===== src/rtl/act_pkg.sv =====
// Shared constants and FSM state type for the tanh/sigmoid divider stage.
package act_pkg;
  localparam int ONE       = 65536;  // 1.0 in Q16.16
  localparam int QW        = 17;     // quotient width, saturated value is 1<<16
  localparam int DIV_ITERS = 17;     // one quotient bit per DIV cycle
  typedef enum logic [1:0] {IDLE, DIV, OUT} state_t;
endpackage


===== src/rtl/act_sync_fifo.sv =====
// Synchronous FIFO with wrap-bit pointers; full/empty derived from registered pointers.
module act_sync_fifo #(
  parameter int WIDTH = 65,
  parameter int DEPTH = 4
) (
  input  logic             clk,
  input  logic             rst,
  input  logic             push,
  input  logic             pop,
  input  logic [WIDTH-1:0] din,
  output logic             full,
  output logic             empty,
  output logic [WIDTH-1:0] dout
);
  localparam int AW = $clog2(DEPTH);

  logic [WIDTH-1:0] mem [DEPTH];
  logic [AW:0]      wr_ptr;
  logic [AW:0]      rd_ptr;

  // Status and read data come straight from the registered pointers.
  always_comb begin
    empty = (wr_ptr == rd_ptr);
    full  = (wr_ptr[AW] != rd_ptr[AW]) && (wr_ptr[AW-1:0] == rd_ptr[AW-1:0]);
    dout  = mem[rd_ptr[AW-1:0]];
  end

  // Pointer update; push/pop are already qualified by the caller.
  always_ff @(posedge clk or posedge rst) begin
    if (rst) begin
      wr_ptr <= '0;
      rd_ptr <= '0;
    end else begin
      if (push) wr_ptr <= wr_ptr + 1'b1;
      if (pop)  rd_ptr <= rd_ptr + 1'b1;
    end
  end

  // Storage write; no reset needed on the data array.
  always_ff @(posedge clk) begin
    if (push) mem[wr_ptr[AW-1:0]] <= din;
  end
endmodule


===== src/rtl/act_tanh_div.sv =====
// tanh = sinh/cosh via 17-step restoring divider, optional sigmoid = (1+tanh)/2.
module act_tanh_div #(
  parameter int FIFO_DEPTH = 4,
  parameter int FRAC       = 16
) (
  input  logic               clk,
  input  logic               rst,
  input  logic signed [31:0] sinh,
  input  logic signed [31:0] cosh,
  input  logic               act_sel,
  input  logic               pre_vaild,
  output logic signed [31:0] act_out,
  output logic               post_vaild,
  output logic               busy,
  output logic               ovf,
  output logic               div_err
);
  import act_pkg::*;

  localparam int FW = 65;

  logic          fifo_full;
  logic          fifo_empty;
  logic          push;
  logic          pop;
  logic [FW-1:0] fifo_dout;

  logic signed [31:0] in_sinh;
  logic signed [31:0] in_cosh;
  logic               in_sel;
  logic [31:0]        abs_in;
  logic               sat_in;

  state_t         state;
  logic           sign_q;
  logic           sel_q;
  logic           sat_q;
  logic [31:0]    cosh_q;
  logic [47:0]    rem_q;
  logic [QW-1:0]  quot_q;
  logic [4:0]     cnt_q;

  logic [47:0]        shifted;
  logic [48:0]        trial;
  logic signed [31:0] q_s;
  logic signed [31:0] sum_s;
  logic signed [31:0] sig_s;

  act_sync_fifo #(
    .WIDTH (FW),
    .DEPTH (FIFO_DEPTH)
  ) u_fifo (
    .clk   (clk),
    .rst   (rst),
    .push  (push),
    .pop   (pop),
    .din   ({sinh, cosh, act_sel}),
    .full  (fifo_full),
    .empty (fifo_empty),
    .dout  (fifo_dout)
  );

  // FIFO handshake: a full FIFO still accepts a push when IDLE pops in the same cycle.
  always_comb begin
    pop  = (state == IDLE) && !fifo_empty;
    push = pre_vaild && (!fifo_full || pop);
    busy = (state != IDLE) || !fifo_empty;
  end

  // Unpack the head entry, take |sinh| (clamping -2^31) and detect saturation.
  always_comb begin
    in_sinh = fifo_dout[64:33];
    in_cosh = fifo_dout[32:1];
    in_sel  = fifo_dout[0];
    if (!in_sinh[31])                   abs_in = in_sinh;
    else if (in_sinh == 32'h8000_0000)  abs_in = 32'h7FFF_FFFF;
    else                                abs_in = -in_sinh;
    sat_in = (in_cosh <= 32'sd0) || (abs_in >= $unsigned(in_cosh));
  end

  // Restoring-divider trial subtraction for the current quotient bit.
  always_comb begin
    shifted = 48'(cosh_q) << cnt_q;
    trial   = {1'b0, rem_q} - {1'b0, shifted};
  end

  // Apply the sign, then optionally map tanh to sigmoid.
  always_comb begin
    q_s   = sign_q ? -$signed({15'b0, quot_q}) : $signed({15'b0, quot_q});
    sum_s = q_s + ONE;
    sig_s = sum_s >>> 1;
  end

  // Control FSM plus datapath registers and output flags.
  always_ff @(posedge clk or posedge rst) begin
    if (rst) begin
      state      <= IDLE;
      sign_q     <= 1'b0;
      sel_q      <= 1'b0;
      sat_q      <= 1'b0;
      cosh_q     <= '0;
      rem_q      <= '0;
      quot_q     <= '0;
      cnt_q      <= '0;
      act_out    <= '0;
      post_vaild <= 1'b0;
      div_err    <= 1'b0;
      ovf        <= 1'b0;
    end else begin
      post_vaild <= 1'b0;
      div_err    <= 1'b0;
      if (pre_vaild && !push) ovf <= 1'b1;
      case (state)
        IDLE: begin
          if (!fifo_empty) begin
            sign_q <= in_sinh[31];
            sel_q  <= in_sel;
            sat_q  <= sat_in;
            cosh_q <= in_cosh;
            rem_q  <= 48'(abs_in) << FRAC;
            // Saturated samples still walk all DIV cycles with the quotient
            // frozen at 1.0, so every result has the same latency.
            quot_q <= sat_in ? QW'(ONE) : '0;
            cnt_q  <= 5'(DIV_ITERS - 1);
            state  <= DIV;
          end
        end
        DIV: begin
          if (!sat_q && !trial[48]) begin
            rem_q         <= trial[47:0];
            quot_q[cnt_q] <= 1'b1;
          end
          if (cnt_q == '0) state <= OUT;
          else             cnt_q <= cnt_q - 1'b1;
        end
        OUT: begin
          act_out    <= sel_q ? sig_s : q_s;
          post_vaild <= 1'b1;
          div_err    <= sat_q;
          state      <= IDLE;
        end
        default: state <= IDLE;
      endcase
    end
  end
endmodule


===== config.mk =====
export PLATFORM = sky130hd
export DESIGN_NAME = act_tanh_div
export DESIGN_NICKNAME = d
export VERILOG_FILES = /design/src/rtl/act_pkg.sv /design/src/rtl/act_sync_fifo.sv /design/src/rtl/act_tanh_div.sv
export SDC_FILE = /design/constraint.sdc
export NUM_CORES = 1
export LEC_CHECK = 0
export CELL_PAD_IN_SITES_DETAIL_PLACEMENT = 1
export CELL_PAD_IN_SITES_GLOBAL_PLACEMENT = 1
export CORE_MARGIN = 5
export CORE_UTILIZATION = 54
export CTS_CLUSTER_DIAMETER = 150
export CTS_CLUSTER_SIZE = 25
export DETAILED_ROUTE_END_ITERATION = 7
export GPL_ROUTABILITY_DRIVEN = 0
export PLACE_DENSITY = 0.87
export REMOVE_ABC_BUFFERS = 1
export SLEW_MARGIN = 0
export SYNTH_ARGS = -nofsm -noshare
export SYNTH_HDL_FRONTEND = slang
export SYNTH_SLANG_ARGS = --single-unit

===== constraint.sdc =====
create_clock -name clk -period 16.85 [get_ports clk]
set_input_delay 4.2125 -clock clk [delete_from_list [all_inputs] [get_ports clk]]
set_output_delay 4.2125 -clock clk [all_outputs]
set_load 0.02 [all_outputs]

==> results.cfg, run 1 <==
[outcome]
outcome = complete, no violations

[drt]
ant_nets = 0
routedWlPerCell_um = 24.1
drc = 0
first_iter_violations = 1287
first_pass_iters = 7
num_vias = 15918
wl_met2_mm = 29.6
drt-total-wl_mm = 60.9
route.met3.wl_mm = 3.05
top_layer = met4
m1WireLength_mm = 26.4
vias_per_cell = 6.31

[clock_network]
cts_tree = done
postCtsHoldBufs = 0
cts_htree_levels = 1
numCtsBuffers = 20
clockBufferDepth = 3
cts_resized = 0
cts_root_buf = clkbuf_16
clkTransAtPathRegs_ns = 0.10
insertion_delay_ns = 0.58
cts.sinks = 408
post_cts_buffers = 0

[logic_synthesis]
ys_warn_count = 0
synth_area_leader_cell = edfxtp_1
synthMostInstantiatedCell = edfxtp_1
ys_async_sr_fraction_pct = 36.3
syn-cell-area_um2 = 22300
yosys_most_used_dff = edfxtp_1
ys_ff_latch = 408
syn_avg_cell_area_um2 = 11.5
syn_inst = 1934
ys_seq_area_share_pct = 51.7
synth_cell_types = 71
synth-edff-count = 260
synth_commonest_cells = edfxtp_1, nand2_1, o21ai_0, dfrtp_1, nor2_1
synth_top_cells_by_area = edfxtp_1, dfrtp_1, mux4_2, ha_1, nand2_1
yosysTopAreaCellShare_pct = 35.1

[worst_setup_path]
critPathMostFrequentCell = nand2_1
critical_path_class = flip-flop to output pin
crit_slowest_cell = dfrtp_2
cp.arrival_ns = 2.66
endpoint = busy
crit_start = u_fifo.rd_ptr[1]$_DFFE_PP0P_
ff2ff_setup_slack_ns = 10.16
critPathMaxFanout = 25
r2r-start = u_fifo.rd_ptr[0]$_DFFE_PP0P_
cp.required_ns = 12.64
cp_cell_sequence = xnor2_1 -> nand2_1 -> nor2_1 -> nand2_1 -> clkdlybuf4s50_1
r2r_end = quot_q[16]$_DFFE_PP0P_
start_kind = flip-flop
rr_worst_depth = 18
critPathCaptureType = output pin
cp_slowest_stage_delay_ns = 0.80

[sta]
rsz0062_at_grt = false
final_max_slew_viol_count = 0
slew-limit-headroom_pct = 30.5
clock_skew_ns = 0.0442
finalSetupViolations = 0
max_clock_freq_ghz = 0.146
fin_crit_sh_pct = 40.8
fin_crit_ns = 6.87
report.final.hold_viol_count = 0
setup_tns_ns = 0
tightest_slew_ns = 1.04

[place]
io_buffers = 103
dpl.hpwl_mm = 44.1
dp.cells = 2487

[layout]
antenna_cells = 0
layout.nets = 2138
finalNonFillerCells = 2522
area_delta_synth_final_pct = 9.06
drive_gt1_share_pct = 8.34

[die]
core_area_um2 = 40800
fp.dieArea_um2 = 45400
die_h_um = 213
initial_utilization_pct = 54.5
io_pins = 104
die_w_um = 213
placementRows = 74

[job]
maxCapViolations = 0

[worst_hold_path]
hp-class = flip-flop to flip-flop

[global_routing]
grt_start_max_net_pins = 91
grt_use_total_pct = 26.8
grt_pass1_wl_mm = 95.7
gr-total-overflow = 0
antenna_found_initial = 0
grt_pass1_vias = 16484
registers in the layout (all words and copies together), names as in the netlist:
register,cells
sign_q,1
rem_q,48
u_fifo.wr_ptr,3
cnt_q,5
post_vaild,1
ovf,1
u_fifo.mem,260
div_err,1
cosh_q,32
u_fifo.rd_ptr,3
quot_q,17
state,2
act_out,32
sel_q,1
sat_q,1
worst max-delay path: cells and delay by family, from the launching register on:
kind	cells	cell delay [ns]
simple gates	3	0.52
buf+inv	1	0.55
flops	1	0.80
xor+xnor	1	0.21
cells by family (layout without fill, tap and decap cells):
kind of cell | Yosys count | after routing | synth area share, %
buf+inv | 172 | 228 | 3.28
flops | 408 | 408 | 51.7
mux | 151 | 151 | 12.0
simple gates | 556 | 556 | 11.5
fa+ha+maj | 93 | 93 | 5.26
compound gates | 468 | 468 | 12.8
xor+xnor | 86 | 86 | 3.38
worst min-delay path by stage:
stage                                  startpoint                       to  cells after the start
after global placement            ovf$_DFFE_PP0P_          ovf$_DFFE_PP0P_                      1
after floorplan              rem_q[0]$_DFFE_PP0P_     rem_q[0]$_DFFE_PP0P_                      2
final                             ovf$_DFFE_PP0P_          ovf$_DFFE_PP0P_                      1
after detailed placement          ovf$_DFFE_PP0P_          ovf$_DFFE_PP0P_                      1
after CTS                         ovf$_DFFE_PP0P_          ovf$_DFFE_PP0P_                      1
after global routing      act_out[27]$_DFFE_PP0P_  act_out[27]$_DFFE_PP0P_                      1
area by class of cell:
type	instances	area (µm²)
clock buffers	32	546
clock inverters	3	40.0
fillers	4153	16600
inverters	70	268
multi-input cells	1354	10000
flip-flops and latches	408	11500
well taps	532	666
repair buffers	123	1180
metal layers:
layer / up-vias / track usage (%)
li1: 7242 / -
met1: 8079 / 37.8
met2: 478 / 44.7
met3: 119 / 3.35
met4: 0 / 6.91
met5: - / 0
through the flow:
stage / setup WS, ns / cell area [µm²] / util, % / hold WS (ns)
detailed placement: 10.21 / 23700 / 58.0 / 0.460
global placement: 10.37 / 23700 / 58.0 / 0.447
floorplan: 8.66 / 21800 / - / 0.449
CTS: 9.93 / 24300 / 59.4 / 0.482
global route: 9.63 / 24300 / 59.4 / 0.501
finish: 9.98 / 24300 / 59.4 / 0.479
cells in the final DEF (no fill, tap or decap), drive strengths merged, types with 19 or more instances in the layout:
| master | count |
|---|---|
| edfxtp | 260 |
| nand2 | 228 |
| o21ai | 153 |
| dfrtp | 148 |
| nor2 | 136 |
| a21oi | 128 |
| clkdlybuf4s50 | 103 |
| ha | 92 |
| mux4 | 85 |
| inv | 70 |
| xor2 | 49 |
| xnor2 | 37 |
| mux2i | 37 |
| a21o | 35 |
| o31ai | 35 |
| clkbuf | 32 |
| mux2 | 29 |
| nand2b | 26 |
| nand3 | 25 |
| nor2b | 23 |
| a211oi | 22 |
| a31oi | 20 |
| buf | 20 |
| and2 | 20 |
| o21a | 19 |
Power of run 1 is left out: the tool's default activity adds up to more than one toggle a clock period on the data nets, which glitch-free logic cannot reach.
==> run 2: changes to the inputs <==
--- a/config.mk
+++ b/config.mk
@@ -8,12 +8,12 @@
 export CELL_PAD_IN_SITES_DETAIL_PLACEMENT = 1
 export CELL_PAD_IN_SITES_GLOBAL_PLACEMENT = 1
 export CORE_MARGIN = 5
-export CORE_UTILIZATION = 54
+export CORE_UTILIZATION = 45
 export CTS_CLUSTER_DIAMETER = 150
 export CTS_CLUSTER_SIZE = 25
 export DETAILED_ROUTE_END_ITERATION = 7
 export GPL_ROUTABILITY_DRIVEN = 0
-export PLACE_DENSITY = 0.87
+export PLACE_DENSITY = 0.78
 export REMOVE_ABC_BUFFERS = 1
 export SLEW_MARGIN = 0
 export SYNTH_ARGS = -nofsm -noshare
==> constraint.sdc (replaced) <==
create_clock -name clk -period 6.2 [get_ports clk]
set_input_delay 1.55 -clock clk [delete_from_list [all_inputs] [get_ports clk]]
set_output_delay 1.55 -clock clk [all_outputs]
set_load 0.02 [all_outputs]
==> results.cfg, run 2 (synthesized netlist as in run 1, its figures left out) <==
[worst_setup_path]
rr_worst_depth = 17
start_kind = flip-flop
critPathMaxFanout = 27
cp.required_ns = 6.63
critical_path_class = flip-flop to flip-flop
ff2ff_setup_slack_ns = 0.43
r2r-start = u_fifo.rd_ptr[0]$_DFFE_PP0P_
r2r_end = sat_q$_DFFE_PP0P_
crit_start = u_fifo.rd_ptr[0]$_DFFE_PP0P_
endpoint = sat_q$_DFFE_PP0P_
critPathCaptureType = flip-flop
cp.arrival_ns = 6.21

[layout]
finalNonFillerCells = 2667
area_delta_synth_final_pct = 10.3
drive_gt1_share_pct = 8.89
design_area_um2 = 24600
antenna_cells = 0
largest_reg_flops = 260
layout_commonest_cell = edfxtp_1
finish.utilization_pct = 50.2
layout_common_cells = edfxtp_1, nand2_1, o21ai_0
layout.nets = 2151

[die]
die_h_um = 232
fp.dieArea_um2 = 54000
io_pins = 104
core_area_um2 = 49000
placementRows = 81
die_w_um = 232
initial_utilization_pct = 45.5

[global_routing]
antenna_found_initial = 3
gr-total-overflow = 0
grt_pass1_wl_mm = 98.1
grt_use_total_pct = 23.0
grt_start_max_net_pins = 113
grt_pass1_vias = 16738

[sta]
slew-limit-headroom_pct = 30.1
fin_crit_sh_pct = 93.1
tightest_slew_ns = 1.05
whs_ns = 0.473
finalSetupViolations = 0
final_max_slew_viol_count = 0
rsz0062_at_grt = false
fin_crit_ns = 5.77
report.final.hold_viol_count = 0
clock_skew_ns = 0.0560
max_clock_freq_ghz = 0.173

[place]
dp.cells = 2632
io_buffers = 103
place_area_um2 = 24000
dpl.hpwl_mm = 46.8

[drt]
first_pass_iters = 5
drt-total-wl_mm = 62.7
routedWlPerCell_um = 23.5
num_vias = 15788
first_iter_violations = 1178
vias_per_cell = 5.92
drc = 0
ant_nets = 0

[clock_network]
cts_htree_levels = 1
postCtsHoldBufs = 0
cts_tree = done
post_cts_buffers = 0
clkTransAtPathRegs_ns = 0.11
numCtsBuffers = 20
cts_resized = 0
insertion_delay_ns = 0.58
cts_root_buf = clkbuf_16
clockBufferDepth = 3
cts.sinks = 408

[job]
maxCapViolations = 0

[worst_hold_path]
hp-class = flip-flop to flip-flop

[outcome]
outcome = complete, no violations
## run 2: cell count changes in the layout (fill, tap and decap cells not counted), sizes merged
cell and delta:
inv +1, clkbuf +2, clkinv -2, clkinvlp -1
buf +13
## run 2: worst min path at each step
stage                     cells past startpoint  slack, ns                 start                   end
after floorplan                               2       0.45  rem_q[0]$_DFFE_PP0P_  rem_q[0]$_DFFE_PP0P_
after global placement                        1       0.44       ovf$_DFFE_PP0P_       ovf$_DFFE_PP0P_
after detailed placement                      1       0.45       ovf$_DFFE_PP0P_       ovf$_DFFE_PP0P_
after CTS                                     1       0.47       ovf$_DFFE_PP0P_       ovf$_DFFE_PP0P_
after global routing                          1       0.51       ovf$_DFFE_PP0P_       ovf$_DFFE_PP0P_
final                                         1       0.47       ovf$_DFFE_PP0P_       ovf$_DFFE_PP0P_
## run 2: final cells by class
cell class	instances	area [µm²]
inverters	70	268
well taps	664	831
repair buffers	136	1290
clock buffers	34	574
fillers	5150	24400
clock inverters	1	20.0
multi-input cells	1354	10000
flip-flops and latches	408	11500
## run 2: metal layers
metal | wire, µm | global-route usage, %
met1 | 27000 | 31.0
met2 | 31200 | 40.0
met3 | 3060 | 3.05
met4 | 1360 | 5.37
met5 | 41 | 0
## run 2: critical path, stage by stage, from the launching register on
cell and delay (ns):
dfrtp_4 0.80, mux4_1 0.70, or4_1 0.63, nor3_1 0.43, nor3b_1 0.64, nand2b_1 0.25
buf_4 0.24, nand2_1 0.08, ha_1 0.25, a21o_1 0.19, a21o_1 0.17, a21oi_1 0.16
nor2_1 0.05, a2111oi_0 0.40, a21oi_1 0.14, o21a_1 0.18, nor3_1 0.25, nor2_1 0.08
## run 2: metrics by stage
stage          TNS (ns)  setup WS [ns]
2_1_floorplan    -86.75          -1.69
3_3_place_gp          0          0.822
3_5_place_dp          0          0.518
4_1_cts               0          0.472
5_1_grt               0         0.0620
6_report              0          0.427
Power of run 2 is left out for the same reason.
==> run 3: changes to the inputs <==
==> config.mk (replaced) <==
export PLATFORM = sky130hd
export DESIGN_NAME = act_tanh_div
export DESIGN_NICKNAME = d
export VERILOG_FILES = /design/src/rtl/act_pkg.sv /design/src/rtl/act_sync_fifo.sv /design/src/rtl/act_tanh_div.sv
export SDC_FILE = /design/constraint.sdc
export NUM_CORES = 1
export LEC_CHECK = 0
export CELL_PAD_IN_SITES_DETAIL_PLACEMENT = 0
export CELL_PAD_IN_SITES_GLOBAL_PLACEMENT = 2
export CORE_MARGIN = 5
export CORE_UTILIZATION = 38
export CTS_CLUSTER_DIAMETER = 150
export CTS_CLUSTER_SIZE = 25
export DETAILED_ROUTE_END_ITERATION = 7
export GPL_ROUTABILITY_DRIVEN = 0
export PLACE_DENSITY = 0.78
export REMOVE_ABC_BUFFERS = 1
export SYNTH_ARGS = -nofsm -noshare
export SYNTH_HDL_FRONTEND = slang
export SYNTH_SLANG_ARGS = --single-unit
==> results.cfg, run 3 (synthesized netlist as in run 1, its figures left out) <==
[clock_network]
clkTransAtPathRegs_ns = 0.11
post_cts_buffers = 0
clockBufferDepth = 3
cts_root_buf = clkbuf_16
cts_htree_levels = 1
insertion_delay_ns = 0.56
cts_resized = 0
cts.sinks = 408
cts_tree = done
numCtsBuffers = 20
postCtsHoldBufs = 0

[place]
dp.cells = 2735
io_buffers = 103
dpl.hpwl_mm = 44.4

[worst_setup_path]
cp.arrival_ns = 6.16
critPathCaptureType = flip-flop
critPathMaxFanout = 44
endpoint = quot_q[4]$_DFFE_PP0P_
ff2ff_setup_slack_ns = 0.54
r2r-start = cnt_q[0]$_DFFE_PP0P_
start_kind = flip-flop
cp.required_ns = 6.70
rr_worst_depth = 18
critical_path_class = flip-flop to flip-flop
r2r_end = quot_q[4]$_DFFE_PP0P_
crit_start = cnt_q[0]$_DFFE_PP0P_

[layout]
layout_common_cells = edfxtp_1, nand2_1, o21ai_0
layout.nets = 2153
antenna_cells = 0
finalNonFillerCells = 2771
layout_commonest_cell = edfxtp_1
drive_gt1_share_pct = 9.02
finish.utilization_pct = 42.7
largest_reg_flops = 260
area_delta_synth_final_pct = 11.0

[sta]
tightest_slew_ns = 1.06
whs_ns = 0.479
final_max_slew_viol_count = 0
setup_tns_ns = 0
fin_crit_sh_pct = 91.3
rsz0062_at_grt = false
clock_skew_ns = 0.0270
slew-limit-headroom_pct = 29.6
finalSetupViolations = 0
fin_crit_ns = 5.66
max_clock_freq_ghz = 0.177
report.final.hold_viol_count = 0

[drt]
drt-total-wl_mm = 59.4
drc = 0
vias_per_cell = 5.46
first_pass_iters = 7
ant_nets = 0
routedWlPerCell_um = 21.4
num_vias = 15143
first_iter_violations = 1267

[global_routing]
global_route.usage.met1_pct = 26.8
grt_start_max_net_pins = 83
grt_pass1_vias = 15027
gr-total-overflow = 0
antenna_found_initial = 0
grt_pass1_wl_mm = 91.8
grt_use_total_pct = 18.3
busiest_layer = met2
met3_usage_pct = 1.65
met2_usage_pct = 30.1

[die]
fp.dieArea_um2 = 63500
io_pins = 104
die_h_um = 252
placementRows = 88
die_w_um = 252
core_area_um2 = 57800
initial_utilization_pct = 38.5

[job]
maxCapViolations = 0

[outcome]
outcome = complete, no violations

[worst_hold_path]
holdCritStartpoint = ovf$_DFFE_PP0P_
hp-class = flip-flop to flip-flop
-- run 3: critical path, cell delays in order, from the launching register on --
cell	delay [ns]
dfrtp_2	0.62
buf_4	0.40
mux4_2	0.60
mux2_2	0.31
o21ai_0	0.28
nor2_1	0.08
a21oi_1	0.22
ha_1	0.29
nand2_1	0.12
o21ai_0	0.30
a21oi_1	0.12
o21ai_0	0.37
a221oi_1	0.24
a211oi_2	0.69
nor2_4	0.18
buf_12	0.22
nor2b_1	0.25
a31oi_1	0.12
nor2_1	0.13
-- run 3: layer usage --
metal | wire length, µm | vias up
li1 | - | 7296
met1 | 28000 | 7514
met2 | 28100 | 286
met3 | 2080 | 47
met4 | 1210 | 0
met5 | 0 | -
-- run 3: area by class of cell --
class                   count  area, µm²
multi-input cells        1354      10000
inverters                  70        268
repair buffers            138       1320
flip-flops and latches    408      11500
well taps                 765        957
clock buffers              34        574
clock inverters             2       20.0
fillers                  5474      33100
-- run 3: worst min path at each step --
stage                                 to  slack [ns]  cells after the start
floorplan           rem_q[0]$_DFFE_PP0P_        0.45                      2
global placement         ovf$_DFFE_PP0P_        0.44                      1
detailed placement       ovf$_DFFE_PP0P_        0.46                      1
CTS                      ovf$_DFFE_PP0P_        0.49                      1
global route             ovf$_DFFE_PP0P_        0.50                      1
finish                   ovf$_DFFE_PP0P_        0.48                      1
-- run 3: through the flow --
step / worst slack [ns] / cell area, µm²
finish: 0.540 / 24700
global route: 0.133 / 24700
CTS: 0.602 / 24700
detailed placement: 0.626 / 24100
global placement: 0.629 / 24100
floorplan: -1.69 / 21800
Power of run 3 is left out for the same reason.
==> RTL edit, RTL diff (flow settings as in run 3) <==
`FIFO_DEPTH`: 4 -> 8.
--- a/src/rtl/act_tanh_div.sv
+++ b/src/rtl/act_tanh_div.sv
@@ -1,5 +1,5 @@
 // tanh = sinh/cosh via 17-step restoring divider, optional sigmoid = (1+tanh)/2.
 module act_tanh_div #(
-  parameter int FIFO_DEPTH = 4,
+  parameter int FIFO_DEPTH = 8,
   parameter int FRAC       = 16
 ) (
Function: changed (Yosys sat finds a counterexample within 10 cycles, from zero or initial values and one cycle with rst high).
==> RTL edit against run 3 <==
Fmax up 1.8%; critical path depth up 1; clock skew is 0.012 ns higher; wire length up 38%; first-iteration DRC count up 23%; sequential share of layout area is 7.2 points higher; setup slack better by 0.099 ns; sequential cell count rose by 262; hold slack better by 0.0044 ns; cell area grew 46%; area after synthesis grew 46%; critical path type unchanged; largest cell class unchanged.
Power is not shown: default switching activity piles up to over one toggle a cycle in this logic, so the estimate is an artifact.
==> RTL edit: results (changes against run 3) <==
metric	value	unit	change
holdCritStartpoint	act_out[30]		
crit_arrival	6.07	ns	-0.09 ns
ys.flop_type	edfxtp_1		
drt_wl_total	82.0	mm	+38%
grt_max_degree	90		+8.4%
hp-class	flip-flop to flip-flop		
postCtsSetupBuffers	0		unchanged
synth.area.top_cells	edfxtp_1 (48%), dfrtp_1 (12%), mux4_2 (9.4%), ha_1 (3.4%), nand2_1 (3.4%)		
status	finished, final reports clean		
synthTopCellsByCount	edfxtp_1 (520), nand2_1 (291), nor2_1 (157)		
async_flop_share	22.4	%	-14 points
synth.yosys.seq_area_share	59.4	%	+7.7 points
largest_reg_flops	520		+100%
synth-edff-count	520		+100%
synth_warnings	0		unchanged
drive_above_1_share	12.1	%	+3.1 points
synthDistinctLibCells	98		+38%
first_pass_iters	5		-2
r2r_cells	19		+1
worst_pin_slew	0.942	ns	-0.114 ns
path_max_fanout	59		+34%
fin_worst_skew	0.0393	ns	+0.0123 ns
placed_area	0.0351	mm^2	+46%
antenna_found_initial	6		+6
nFillCells	7824		+43%
critical_path.startpoint	u_fifo.rd_ptr[2]		
cpPeakStageDelay	0.99	ns	+0.30 ns
grt_pass1_vias	20300		+35%
dp_hpwl	56.5	mm	+27%
nets	2642		+23%
num_vias	20200		+34%
cts_made_buffers	31		+55%
ff2ff_setup_slack	0.64	ns	+0.10 ns
drt-initial-drc-count	1553		+23%
clk_latency	0.65	ns	+0.09 ns
grt_pass1_wl	127	mm	+38%
slowest_stage	dfrtp_4		
r2r_end	sat_q		
crit_path_end	sat_q		
grt.total_usage	17.7	%	-0.57 points
RTL edit: final cells by class:
type                       count  share of cell area, %
sequential                   670                   53.8
multi-input combinational   1584                   34.8
timing repair buffer         161                   4.49
tap                         1144                   3.97
clock buffer                  52                   2.43
inverter                      36                  0.389
clock inverter                 4                  0.111
antenna                        1                0.00695
RTL edit: routing by layer:
metal  routed length (um)  GRT usage, %  vias to the layer above
li1                     -             -                     9364
met2                40400          30.2                      448
met5                   13             0                        -
met1                37200          25.3                    10300
met3                 3100          1.85                       85
met4                 1290          2.99                        2
RTL edit: worst min-delay path by stage:
stage	endpoint	slack, ns	depth (start not counted)
after floorplan	rem_q[10]	0.46	2
after detailed placement	act_out[18]	0.46	2
after global routing	act_out[19]	0.51	2
after CTS	act_out[18]	0.49	2
after global placement	act_out[25]	0.46	2
final	act_out[30]	0.48	2
RTL edit: cells by family after synthesis:
group / after synthesis / share of synthesized area (%)
AO/OA/AOI/OAI: 484 / 9.31
XOR/XNOR: 91 / 2.44
adder cells (fa/ha/maj): 90 / 3.48
buffers and inverters: 172 / 2.35
flip-flops: 670 / 59.4
multiplexers: 262 / 13.6
AND/OR/NAND/NOR: 657 / 9.40
RTL edit: metrics by stage:
stage / instances / hold WS (ns) / setup slack [ns] / setup TNS, ns / util (%)
5_1_grt: 3651 / 0.512 / 0.250 / 0 / 42.3
6_report: 3652 / 0.484 / 0.639 / 0 / 42.3
2_1_floorplan: 2290 / 0.455 / -5.70 / -2102.50 / -
4_1_cts: 3651 / 0.489 / 0.656 / 0 / 42.3
3_3_place_gp: 3595 / 0.457 / 0.713 / 0 / 41.2
3_5_place_dp: 3595 / 0.462 / 0.687 / 0 / 41.2
RTL edit: critical path: cells and delay by family, from the launching register on:
| family | cells | cell delay (ns) |
|---|---|---|
| multiplexers | 2 | 0.74 |
| AO/OA/AOI/OAI | 7 | 1.00 |
| adder cells (fa/ha/maj) | 1 | 0.32 |
| flip-flops | 1 | 0.99 |
| buffers and inverters | 1 | 0.44 |
| AND/OR/NAND/NOR | 8 | 1.89 |
